===== config.mk =====
export PLATFORM = sky130hd
export DESIGN_NAME = stream_rd_fetch
export DESIGN_NICKNAME = d
export VERILOG_FILES = /design/src/rtl/stream_rd_fetch.sv
export SDC_FILE = /design/constraint.sdc
export NUM_CORES = 1
export LEC_CHECK = 0
export BUFFER_PORTS_ARGS = -buffer_cell sky130_fd_sc_hd__buf_2
export CAP_MARGIN = 20
export CORE_AREA = 2 2 468 470
export CTS_CLUSTER_DIAMETER = 50
export DETAILED_ROUTE_END_ITERATION = 8
export DIE_AREA = 0 0 470 472
export HOLD_SLACK_MARGIN = 0.03
export SLEW_MARGIN = 5
export SYNTH_ARGS = -nofsm -noshare
export SYNTH_HDL_FRONTEND = slang
export SYNTH_SLANG_ARGS = --single-unit

===== constraint.sdc =====
create_clock -name aclk -period 4.9 [get_ports aclk]
set_input_delay 0.98 -clock aclk [delete_from_list [all_inputs] [get_ports aclk]]
set_output_delay 0.98 -clock aclk [all_outputs]
set_load 0.01 [all_outputs]

===== src/rtl/stream_rd_fetch.sv =====
// Host-memory read engine: chunks a buffer into PMTU-sized read requests,
// bounds outstanding requests and forwards the returned stream with one tlast.
module stream_rd_fetch #(
    parameter int PMTU_BYTES = 4096,
    parameter int DATA_BITS  = 512,
    parameter int VADDR_BITS = 48,
    parameter int LEN_BITS   = 28,
    parameter int PID_BITS   = 6,
    parameter int MAX_OUTST  = 4
) (
    input  logic                  aclk,
    input  logic                  reset,
    input  logic                  start,
    input  logic [VADDR_BITS-1:0] vaddr,
    input  logic [LEN_BITS-1:0]   len,
    input  logic [PID_BITS-1:0]   pid,
    output logic                  busy,
    output logic                  done,
    output logic                  err,
    output logic                  rd_req_valid,
    input  logic                  rd_req_ready,
    output logic [VADDR_BITS-1:0] rd_req_vaddr,
    output logic [LEN_BITS-1:0]   rd_req_len,
    output logic                  rd_req_ctl,
    output logic [PID_BITS-1:0]   rd_req_pid,
    input  logic                  rd_done_valid,
    output logic                  rd_done_ready,
    input  logic                  s_axis_tvalid,
    output logic                  s_axis_tready,
    input  logic [DATA_BITS-1:0]  s_axis_tdata,
    input  logic                  s_axis_tlast,
    output logic                  m_axis_tvalid,
    input  logic                  m_axis_tready,
    output logic [DATA_BITS-1:0]  m_axis_tdata,
    output logic                  m_axis_tlast
);
    typedef enum logic [1:0] {IDLE, ISSUE, DRAIN, DONE} state_t;

    localparam logic [LEN_BITS-1:0]   PMTU_L = LEN_BITS'(PMTU_BYTES);
    localparam logic [VADDR_BITS-1:0] PMTU_A = VADDR_BITS'(PMTU_BYTES);
    localparam logic [3:0]            MAX_O  = 4'(MAX_OUTST);
    localparam logic [LEN_BITS:0]     ONE_B  = (LEN_BITS+1)'(1);

    state_t                state, state_nx;
    logic [VADDR_BITS-1:0] addr_q;
    logic [LEN_BITS-1:0]   rem_q;
    logic [PID_BITS-1:0]   pid_q;
    logic [LEN_BITS:0]     beats_tot, beats_cnt;
    logic [3:0]            outst;
    logic                  err_q;
    logic                  go, req_hs, beat_hs, more, dec, spurious;
    logic                  unused_tlast;

    assign unused_tlast  = s_axis_tlast;
    assign go            = (state == IDLE) && start;
    assign busy          = (state != IDLE);
    assign done          = (state == DONE);
    assign err           = err_q;
    assign rd_done_ready = 1'b1;

    assign rd_req_valid = (state == ISSUE) && (outst < MAX_O);
    assign rd_req_vaddr = addr_q;
    assign rd_req_len   = (rem_q > PMTU_L) ? PMTU_L : rem_q;
    assign rd_req_ctl   = (rem_q <= PMTU_L);
    assign rd_req_pid   = pid_q;
    assign req_hs       = rd_req_valid && rd_req_ready;

    // A completion with nothing outstanding is an error and must not wrap.
    assign spurious = rd_done_valid && (outst == 4'd0);
    assign dec      = rd_done_valid && (outst != 4'd0);

    // Once every expected beat is through, extra input beats are refused.
    assign more          = (beats_cnt != beats_tot);
    assign m_axis_tvalid = s_axis_tvalid && busy && more;
    assign s_axis_tready = m_axis_tready && busy && more;
    assign m_axis_tdata  = s_axis_tdata;
    assign m_axis_tlast  = (beats_cnt == beats_tot - ONE_B);
    assign beat_hs       = m_axis_tvalid && m_axis_tready;

    always_comb begin
        state_nx = state;
        unique case (state)
            IDLE: begin
                if (start) state_nx = (len != '0) ? ISSUE : DONE;
            end
            ISSUE: begin
                if (req_hs && rd_req_ctl) state_nx = DRAIN;
            end
            DRAIN: begin
                if (outst == 4'd0 && !more) state_nx = DONE;
            end
            DONE: state_nx = IDLE;
            default: state_nx = IDLE;
        endcase
    end

    always_ff @(posedge aclk) begin
        if (reset) begin
            state     <= IDLE;
            addr_q    <= '0;
            rem_q     <= '0;
            pid_q     <= '0;
            beats_tot <= '0;
            beats_cnt <= '0;
            outst     <= '0;
            err_q     <= 1'b0;
        end else begin
            state <= state_nx;
            if (go) begin
                addr_q    <= vaddr;
                rem_q     <= len;
                pid_q     <= pid;
                beats_tot <= ({1'b0, len} + (LEN_BITS+1)'(63)) >> 6;
                beats_cnt <= '0;
                outst     <= '0;
                err_q     <= 1'b0;
            end else begin
                if (req_hs) begin
                    addr_q <= addr_q + PMTU_A;
                    rem_q  <= rem_q - rd_req_len;
                end
                outst <= outst + 4'(req_hs) - 4'(dec);
                if (spurious) err_q <= 1'b1;
                if (beat_hs) beats_cnt <= beats_cnt + ONE_B;
            end
        end
    end
endmodule


* Yosys cells after proc, flatten, opt, wreduce, memory -nomap -nowiden
Index checks and enable logic that the tools add are counted.
Storage, ports and cells: output and inout bits 603, register bits 141, input port bits 602
Cells by class: add/subtract/negate cells 7, eq/ne operators 8, reduce and logical (&&, ||, !) cells 21, multiplexer cells 10, magnitude comparators 3
Operator list (number):
- $mux 48 | 2
- $mux 28 | 3
- $add 48x13->48 const B | 1
- $add 28x6->29 const B | 1
- $add 29x1->29 const B | 1
- $eq 29x29->1 | 1
- $ne 29x23->1 | 1
- $gt 28x13->1 const B | 1
- $le 28x13->1 const B | 1
- $reduce_bool 28->1 | 1
- $sub 28x28->28 | 1
- $sub 23x1->24 const B | 1
- $logic_and 1x1->1 | 12
- $mux 2 | 4
- $pmux 2 s4 | 1
- $add 4x1->4 | 1
- $eq 2x2->1 const B | 2
- $logic_not 4->1 | 1
- $lt 4x3->1 const B | 1
- $ne 2x2->1 const B | 2
- $reduce_bool 2->1 | 2
- $reduce_bool 4->1 | 1
- $sub 4x1->4 | 1
- $reduce_and 3->1 | 1
- 5 further kinds | 5

* Logic depth before layout (Yosys ltp)
Gate-level depths: netlist of run 1.
word-level depth 6, gate-level depth with buffers 13, depth with buffers taken out 11

* Worst setup path after synthesis of run 1
No wires, ideal clock.
kind reg2out, start point register beats_tot[0], end point output m_axis_tlast, slack 0.903 ns, arrival 3.017 ns, stages on the path, launching flop included 11, path buffers 1, cell sequence dfxtp_1 > inv_1 > ha_1 > buf_4 > or4b_4 > or4_4 > or3_4 > or3b_1 > a211oi_2 > o21ai_1 > nor4b_2
On the way: longest elaborated chain between the ends 2
RTL lines:
- from (decl) | RTL line 48 | logic [LEN_BITS:0] beats_tot, beats_cnt;
- from (signal assigned) | RTL line 113 | beats_tot <= ({1'b0, len} + (LEN_BITS+1)'(63)) >> 6;
- $sub 23x1->24 | RTL line 77 | assign m_axis_tlast = (beats_cnt == beats_tot - ONE_B);
- $eq 29x29->1 | RTL line 77
- to (decl) | RTL line 35 | output logic m_axis_tlast
Every way passes these cells.

* Worst setup path in the final report of run 1
Ends and elaborated chain as after synthesis.

==> results.json, run 1 <==
{
  "clk_latency_ns": 0.49,
  "status": "complete, no violations",
  "finalCriticalPeriod_ns": 4.78,
  "htreeDepth": 4,
  "fmax_ghz": 0.209,
  "gp_congestion": 0.855,
  "whs_ns": 0.461,
  "timing.final.ws_setup_ns": 0.124,
  "slew_violations": 0,
  "syn_area_per_cell_um2": 7.69,
  "cts_tree": "built",
  "track_usage": 0.0947,
  "die_h_um": 472,
  "finalSetupViolCount": 0,
  "dr.pass1.iters": 5,
  "vias": 9316,
  "worst_pin_slew_ns": 0.843,
  "ios": 1205,
  "ys.flop_type": "dfxtp_1",
  "p_per_area_mw_per_mm2": 394,
  "grt_overflow_total": 0,
  "critPathCaptureType": "primary output",
  "ys_seq_area_frac": 0.235,
  "synth_edf_count": 0,
  "antenna_left": 0,
  "crit_arrival_ns": 3.80,
  "setup_tns_ns": 0,
  "post_drt_wl_per_cell_um": 27.0,
  "fin_crit_sh": 0.975,
  "coreArea_mm2": 0.217,
  "routed_wl_um": 109000,
  "hold_viol_final": 0,
  "drive_gt1_frac": 0.193,
  "grt_pass1_vias": 8955,
  "vias_per_cell": 2.30,
  "synthArstFlopShare": 0,
  "crit_slowest_cell": "or4_4",
  "numCtsBuffers": 17,
  "critPathMaxStageDelay_ns": 0.56,
  "syn_inst": 1566,
  "cts_root_buf": "clkbuf_16",
  "min_path_type": "reg -> reg",
  "dr.first_iter.drc_count": 594,
  "worstPathRequired_ns": 3.92,
  "slew_headroom": 0.438,
  "worstSetupStartpointType": "flop",
  "grt_max_degree": 72,
  "cap_violations": 0,
  "dp_slack_ns": 0.364,
  "clkTransAtPathRegs_ns": 0.09,
  "hold_buffers": 0,
  "antenna_found_initial": 20,
  "area_delta_synth_final_pct": 8.05,
  "start_util": 0.0556,
  "n_fill_cell": 25500,
  "nNetsFinal": 1805,
  "clock_sinks": 141,
  "vdd_drop_max_v": 0.000209,
  "skew_ns": 0.0204,
  "rsz0062_at_grt": "false",
  "std_cell_rows": 171,
  "cp_max_fo": 6,
  "synth.distinct_cells": 59,
  "path_cells": "inv_1 > ha_4 > or4b_4 > or4_4 > or3_4 > or3b_1 > a211oi_2 > o21ai_2 > nor4b_4 > buf_2",
  "synth_area_mm2": 0.0120,
  "dieArea_mm2": 0.222,
  "route.detailed.drc": 0,
  "grt_pass1_wl_um": 128000,
  "yosys_warnings": 0,
  "synth-seq-cells": 141,
  "port_buffers": 163,
  "die_w_um": 470,
  "hpwl_um": 98800,
  "critical_path_class": "reg -> out",
  "p_leak_nw": 3.72,
  "clk_path_buf_depth": 2,
  "reg2reg_slack_ns": 1.13
}
## kinds of logic (layout without fill, tap and decap cells)
family,Yosys count,in the layout,synth area share
AO/OA/AOI/OAI,185,185,0.102
multiplexers,2,2,0.00166
AND/OR/NAND/NOR,475,475,0.196
buffers and inverters,623,244,0.360
flip-flops,141,141,0.235
adder cells (fa/ha/maj),14,14,0.0152
XOR/XNOR,124,124,0.0902
other,2,18,0.000624
## final cells by class
type	instances	area [um^2]	share of cell area
Multi-Input combinational cell	817	4980	0.383
Tap cell	2854	3570	0.275
Sequential cell	141	2820	0.217
Timing Repair Buffer	180	946	0.0727
Clock buffer	18	439	0.0338
Clock inverter	14	125	0.00962
Inverter	32	120	0.00924
Antenna cell	1	2.50	0.000192
## stage by stage
stage / total power, W / std cells / cell area, um^2 / utilization
floorplan: 0.00326 / 1581 / 12100 / -
global placement: 0.00373 / 4022 / 12400 / 0.0573
detailed placement: 0.00376 / 4022 / 12400 / 0.0573
CTS: 0.00523 / 4055 / 13000 / 0.0600
global route: 0.00545 / 4057 / 13000 / 0.0601
finish: 0.00512 / 4057 / 13000 / 0.0601
## cells in the mapped netlist (2+ instances only)
cell type,instances,area [um^2]
and3_1,13,81.3
or4_4,3,33.8
nor3b_1,3,22.5
ha_1,13,163
and4_1,7,61.3
conb_1,2,7.51
and2_1,20,125
o21ai_1,3,15.0
buf_4,529,3970
xnor2_1,74,648
inv_1,32,120
nand4_1,28,175
clkbuf_1,55,206
nor2b_1,2,12.5
mux2i_1,2,20.0
or4_1,10,75.1
a311oi_1,8,70.1
o31ai_1,7,52.6
a22oi_1,3,22.5
or2_2,4,25.0
nor3_1,34,170
or3_1,19,119
o21ai_0,30,150
nand2_1,118,443
nand3b_1,3,22.5
buf_1,3,11.3
a21oi_1,49,245
a21o_1,2,15.0
nand3_1,39,195
o22ai_1,2,12.5
o211ai_1,4,30.0
dfxtp_1,141,2820
a31oi_1,4,25.0
nand4b_1,2,17.5
nand2b_1,6,37.5
nor4_1,27,169
nor2_1,130,488
buf_2,3,15.0
a221oi_1,2,17.5
xor2_1,50,438
a211oi_1,62,465
## critical path, delay by kind of cell (launching register included)
kind,cells,cell delay [ns]
AOI/OAI and AO/OA,2,0.32
DFF,1,0.35
buffers and inverters,2,0.32
and+or+nand+nor,5,2.12
adders and majority gates,1,0.19
## layout by cell type, fill, tap and decap left out, drive strengths merged, types with 28 or more instances in the layout
cell	n
inv	40
a211oi	63
nand2	118
nor3	34
dfxtp	141
o21ai	33
buf	180
nand3	39
xor2	50
nand4	28
nor2	130
nor4	28
xnor2	74
a21oi	49
## metal layers
layer / global-route usage / vias up / part of all wire / wire length (um)
met3: 0.124 / 345 / 0.29 / 31300
li1: - / 3950 / - / -
met2: 0.160 / 902 / 0.48 / 52100
met1: 0.0418 / 4113 / 0.16 / 17100
met4: 0.0658 / 6 / 0.078 / 8560
met5: 0.0138 / - / 0.0042 / 459
## registers in the layout (all words and copies together), names as in the netlist
name	cells
beats_cnt	29
outst	4
rd_req_pid	6
rem_q	28
beats_tot	23
rd_req_vaddr	48
state	2
err	1
## power by group
part           switching [W]  total [W]  internal (W)  leakage [nW]
clock network       0.000721    0.00140      0.000683         0.272
registers           0.000335    0.00171       0.00138          1.16
logic                0.00130    0.00201      0.000706          2.30
total                0.00236    0.00512       0.00277          3.72
## final timing paths
path,from,endpoint,cells past startpoint
max,beats_tot[0],m_axis_tlast,10
min,rd_req_pid[3],rd_req_pid[3],2
max reg2reg,rem_q[4],rem_q[20],12
min reg2reg,rd_req_pid[3],rd_req_pid[3],2
## repair_timing
item,CTS,global route
setup buffers,1,0
setup endpoints to repair,1,1
endpoints found under the hold margin,0,0
pin swaps,2,1
resized for setup,4,0
(Power assumes the default switching activity.)
==> run 2: changes to the inputs <==
Settings changed: SETUP_SLACK_MARGIN set to 0.5.
==> results.json, run 2 (same netlist as run 1, synthesis figures left out) <==
{
  "nNetsFinal": 1807,
  "ios": 1205,
  "gp_congestion": 0.855,
  "vias_per_cell": 2.31,
  "slew_violations": 0,
  "min_path_cells": 2,
  "coreArea_mm2": 0.217,
  "vdd_drop_max_v": 0.000209,
  "status": "complete, no violations",
  "dieArea_mm2": 0.222,
  "dr.first_iter.drc_count": 628,
  "start_util": 0.0556,
  "crit_arrival_ns": 3.53,
  "cp_max_fo": 7,
  "n_fill_cell": 25500,
  "antenna_left": 0,
  "finalCriticalPeriod_ns": 4.51,
  "finalSetupViolCount": 0,
  "std_cell_rows": 171,
  "routed_wl_um": 110000,
  "grt_overflow_total": 0,
  "fin_crit_sh": 0.921,
  "port_buffers": 163,
  "cts_root_buf": "clkbuf_16",
  "fmax_ghz": 0.222,
  "cts_tree": "built",
  "largest_reg_flops": 48,
  "htreeDepth": 4,
  "die_h_um": 472,
  "antenna_found_initial": 20,
  "final_cell_mix": "buf_2 (162), dfxtp_1 (138), nor2_1 (130)",
  "setup_tns_ns": 0,
  "grt_pass1_wl_um": 128000,
  "skew_ns": 0.0222,
  "multi_input_area_mm2": 0.00498,
  "numCtsBuffers": 17,
  "reg2reg_slack_ns": 1.13,
  "clkTransAtPathRegs_ns": 0.09,
  "p_leak_nw": 3.73,
  "hpwl_um": 98800,
  "power_w": 0.00513,
  "post_drt_wl_per_cell_um": 27.0,
  "worstSetupStartpointType": "flop",
  "clk_latency_ns": 0.49,
  "dr.pass1.iters": 5,
  "min_path_type": "reg -> reg",
  "grt_pass1_vias": 8955,
  "grt_max_degree": 72,
  "hold_viol_final": 0,
  "worstPathRequired_ns": 3.92,
  "cap_violations": 0,
  "clock_sinks": 141,
  "critPathCaptureType": "primary output",
  "clk_path_buf_depth": 2,
  "seq_area_mm2": 0.00283,
  "route.detailed.drc": 0,
  "slew_headroom": 0.423,
  "vias": 9380,
  "worst_pin_slew_ns": 0.865,
  "p_per_area_mw_per_mm2": 394,
  "critical_path_class": "reg -> out",
  "area_delta_synth_final_pct": 8.25,
  "die_w_um": 470,
  "reg2regPathDepth": 12,
  "hold_buffers": 0,
  "drive_gt1_frac": 0.199,
  "track_usage": 0.0947,
  "final_common_cell": "buf_2",
  "rsz0062_at_grt": "true"
}
run 2: power breakdown:
group          leakage, nW  switching, W  total, W  internal (W)
Combinational         2.30       0.00130   0.00201      0.000710
Sequential            1.16      0.000336   0.00172       0.00138
Clock                0.272      0.000717   0.00140      0.000683
Total                 3.73       0.00235   0.00513       0.00277
run 2: layer usage:
| layer | up-vias | wire length, um | share of wire | global-route usage |
|---|---|---|---|---|
| li1 | 3951 | - | - | - |
| met1 | 4116 | 17100 | 0.16 | 0.0421 |
| met3 | 354 | 31300 | 0.29 | 0.124 |
| met4 | 8 | 8490 | 0.078 | 0.0655 |
| met2 | 951 | 52200 | 0.48 | 0.160 |
| met5 | - | 520 | 0.0047 | 0.0156 |
run 2: what timing repair did:
action / CTS / global route
endpoints found under the setup margin: 1 / 1
endpoints found under the hold margin: 0 / 0
gates resized for setup: 9 / 1
buffers inserted: 3 / 0
pin swaps: 4 / 1
run 2: worst paths after layout:
kind,endpoint,from
setup / recovery,m_axis_tlast,beats_tot[8]
hold / removal,rd_req_pid[3],rd_req_pid[3]
setup reg to reg,rem_q[20],rem_q[4]
hold reg to reg,rd_req_pid[3],rd_req_pid[3]
run 2: cell type report:
cell class	count	area share
antenna	1	0.000192
clock buffer	18	0.0337
clock inverter	14	0.00960
inverter	32	0.00922
multi-input combinational	817	0.383
sequential	141	0.217
tap	2854	0.274
timing repair buffer	182	0.0738
run 2: critical path, stage by stage, from the launching register on:
cell,delay (ns)
dfxtp_1,0.38
or4_1,0.55
or4_4,0.54
or3_4,0.36
or3b_1,0.39
a211oi_2,0.23
o21ai_2,0.09
nor4b_4,0.31
buf_2,0.20
run 2: metrics by stage:
step | cell area, um^2 | setup slack, ns | std cells | hold slack [ns] | util
3_5_place_dp | 12400 | 0.364 | 4022 | 0.449 | 0.0573
3_3_place_gp | 12400 | 0.380 | 4022 | 0.439 | 0.0573
6_report | 13000 | 0.387 | 4059 | 0.462 | 0.0602
4_1_cts | 13000 | 0.274 | 4057 | 0.461 | 0.0601
5_1_grt | 13000 | 0.267 | 4059 | 0.475 | 0.0602
2_1_floorplan | 12100 | 0.903 | 1581 | 0.448 | -
==> run 3: changes to the inputs <==
Settings changed: BUFFER_PORTS_ARGS -buffer_cell sky130_fd_sc_hd__buf_2 to -buffer_cell sky130_fd_sc_hd__clkbuf_2.
==> results.json, run 3 (same netlist as run 1, synthesis figures left out) <==
{
  "worstSetupStartpointType": "flop",
  "die_h_um": 472,
  "crit_start": "beats_tot[1]",
  "min_path_type": "reg -> reg",
  "crit_top_cell": "or4_4",
  "final_common_cell": "clkbuf_2",
  "fin_crit_sh": 0.923,
  "clk_path_buf_depth": 2,
  "hpwl_um": 98800,
  "vias_per_cell": 2.28,
  "critPathMaxStageDelay_ns": 0.49,
  "port_buffers": 163,
  "final_cell_mix": "clkbuf_2 (161), dfxtp_1 (138), nor2_1 (130)",
  "route.detailed.drc": 0,
  "antenna_found_initial": 19,
  "routed_wl_um": 110000,
  "worst_pin_slew_ns": 0.901,
  "grt_overflow_total": 0,
  "cts_tree": "built",
  "hold_viol_final": 0,
  "grt_pass1_wl_um": 128000,
  "coreArea_mm2": 0.217,
  "vdd_drop_max_v": 0.000221,
  "dr.first_iter.drc_count": 671,
  "nNetsFinal": 1810,
  "largest_reg_flops": 48,
  "cap_violations": 0,
  "post_drt_wl_per_cell_um": 26.9,
  "drive_gt1_frac": 0.200,
  "dr.pass1.iters": 5,
  "r2r_end": "rem_q[20]",
  "clkTransAtPathRegs_ns": 0.08,
  "std_cell_rows": 171,
  "cts_root_buf": "clkbuf_16",
  "p_leak_nw": 3.74,
  "dieArea_mm2": 0.222,
  "n_fill_cell": 25600,
  "clk_latency_ns": 0.48,
  "reg2regPathDepth": 12,
  "antenna_left": 0,
  "track_usage": 0.0946,
  "critical_path_class": "reg -> out",
  "gp_congestion": 0.848,
  "start_util": 0.0556,
  "area_delta_synth_final_pct": 8.74,
  "finalSetupViolCount": 0,
  "path_cells": "inv_4 > ha_4 > or4b_4 > or4_4 > or3_4 > or4_4 > o31ai_2 > o21ai_1 > nor4b_2 > buf_2",
  "hold_buffers": 0,
  "grt_pass1_vias": 8783,
  "finalCriticalPeriod_ns": 4.52,
  "ios": 1205,
  "crit_path_end": "m_axis_tlast",
  "fmax_ghz": 0.221,
  "numCtsBuffers": 17,
  "slew_headroom": 0.398,
  "setup_tns_ns": 0,
  "critPathCaptureType": "primary output",
  "grt_max_degree": 72,
  "worstPathRequired_ns": 3.92,
  "power_w": 0.00519,
  "crit_arrival_ns": 3.54,
  "die_w_um": 470,
  "cp_max_fo": 3,
  "rr_startpoint": "rem_q[4]",
  "htreeDepth": 4,
  "rsz0062_at_grt": "true",
  "skew_ns": 0.0217,
  "crit_slowest_cell": "or4_4",
  "vias": 9248,
  "slew_violations": 0,
  "p_per_area_mw_per_mm2": 396,
  "status": "complete, no violations",
  "clock_sinks": 141,
  "reg2reg_slack_ns": 1.15
}
[run 3: through the flow]
stage,cells,worst slack (ns),util,hold slack [ns],instance area (um^2)
6_report,4065,0.375,0.0604,0.459,13100
4_1_cts,4060,0.197,0.0603,0.461,13100
3_3_place_gp,4022,0.337,0.0573,0.441,12400
5_1_grt,4065,0.285,0.0604,0.478,13100
3_5_place_dp,4022,0.357,0.0573,0.449,12400
2_1_floorplan,1581,0.903,-,0.448,12100
[run 3: area by class of cell]
cell class	instances	area, um^2	area share
sequential	141	2830	0.216
timing repair buffer	185	983	0.0751
clock inverter	13	153	0.0117
multi-input combinational	817	4970	0.380
antenna	4	10.0	0.000765
tap	2854	3570	0.273
inverter	32	123	0.00937
clock buffer	19	443	0.0338
[run 3: worst min path at each step]
| stage | startpoint | to | slack [ns] | cells past startpoint |
|---|---|---|---|---|
| 6_report | rd_req_pid[3] | rd_req_pid[3] | 0.46 | 2 |
| 3_3_place_gp | rd_req_vaddr[5] | rd_req_vaddr[5] | 0.44 | 2 |
| 2_1_floorplan | rem_q[27] | rem_q[27] | 0.45 | 2 |
| 4_1_cts | rd_req_vaddr[7] | rd_req_vaddr[7] | 0.46 | 2 |
| 5_1_grt | rd_req_vaddr[5] | rd_req_vaddr[5] | 0.48 | 2 |
| 3_5_place_dp | rd_req_pid[3] | rd_req_pid[3] | 0.45 | 2 |
[run 3: report_power, final]
part	switching, W	leakage (nW)	internal [W]
combinational	0.00128	2.29	0.000710
clock	0.000703	0.287	0.000777
sequential	0.000336	1.16	0.00138
total	0.00232	3.74	0.00287
[run 3: routing by layer]
metal / vias up / global-route usage / part of all wire
met5: - / 0.0169 / 0.0048
met4: 12 / 0.0818 / 0.094
met3: 355 / 0.125 / 0.29
met2: 905 / 0.152 / 0.46
met1: 4015 / 0.0417 / 0.16
li1: 3961 / - / -
[run 3: critical path, delay by kind of cell, from the launching register on]
| family | cells | cell delay (ns) |
|---|---|---|
| compound gates | 2 | 0.21 |
| fa+ha+maj | 1 | 0.13 |
| simple gates | 5 | 2.11 |
| flops | 1 | 0.36 |
| buf+inv | 2 | 0.27 |
[run 3: what timing repair did]
item / CTS / global route
resized for setup: 10 / 3
endpoints found under the setup margin: 1 / 1
pin swaps: 7 / 3
cloned: 0 / 0
setup buffers: 6 / 0
hold endpoints to repair: 0 / 0
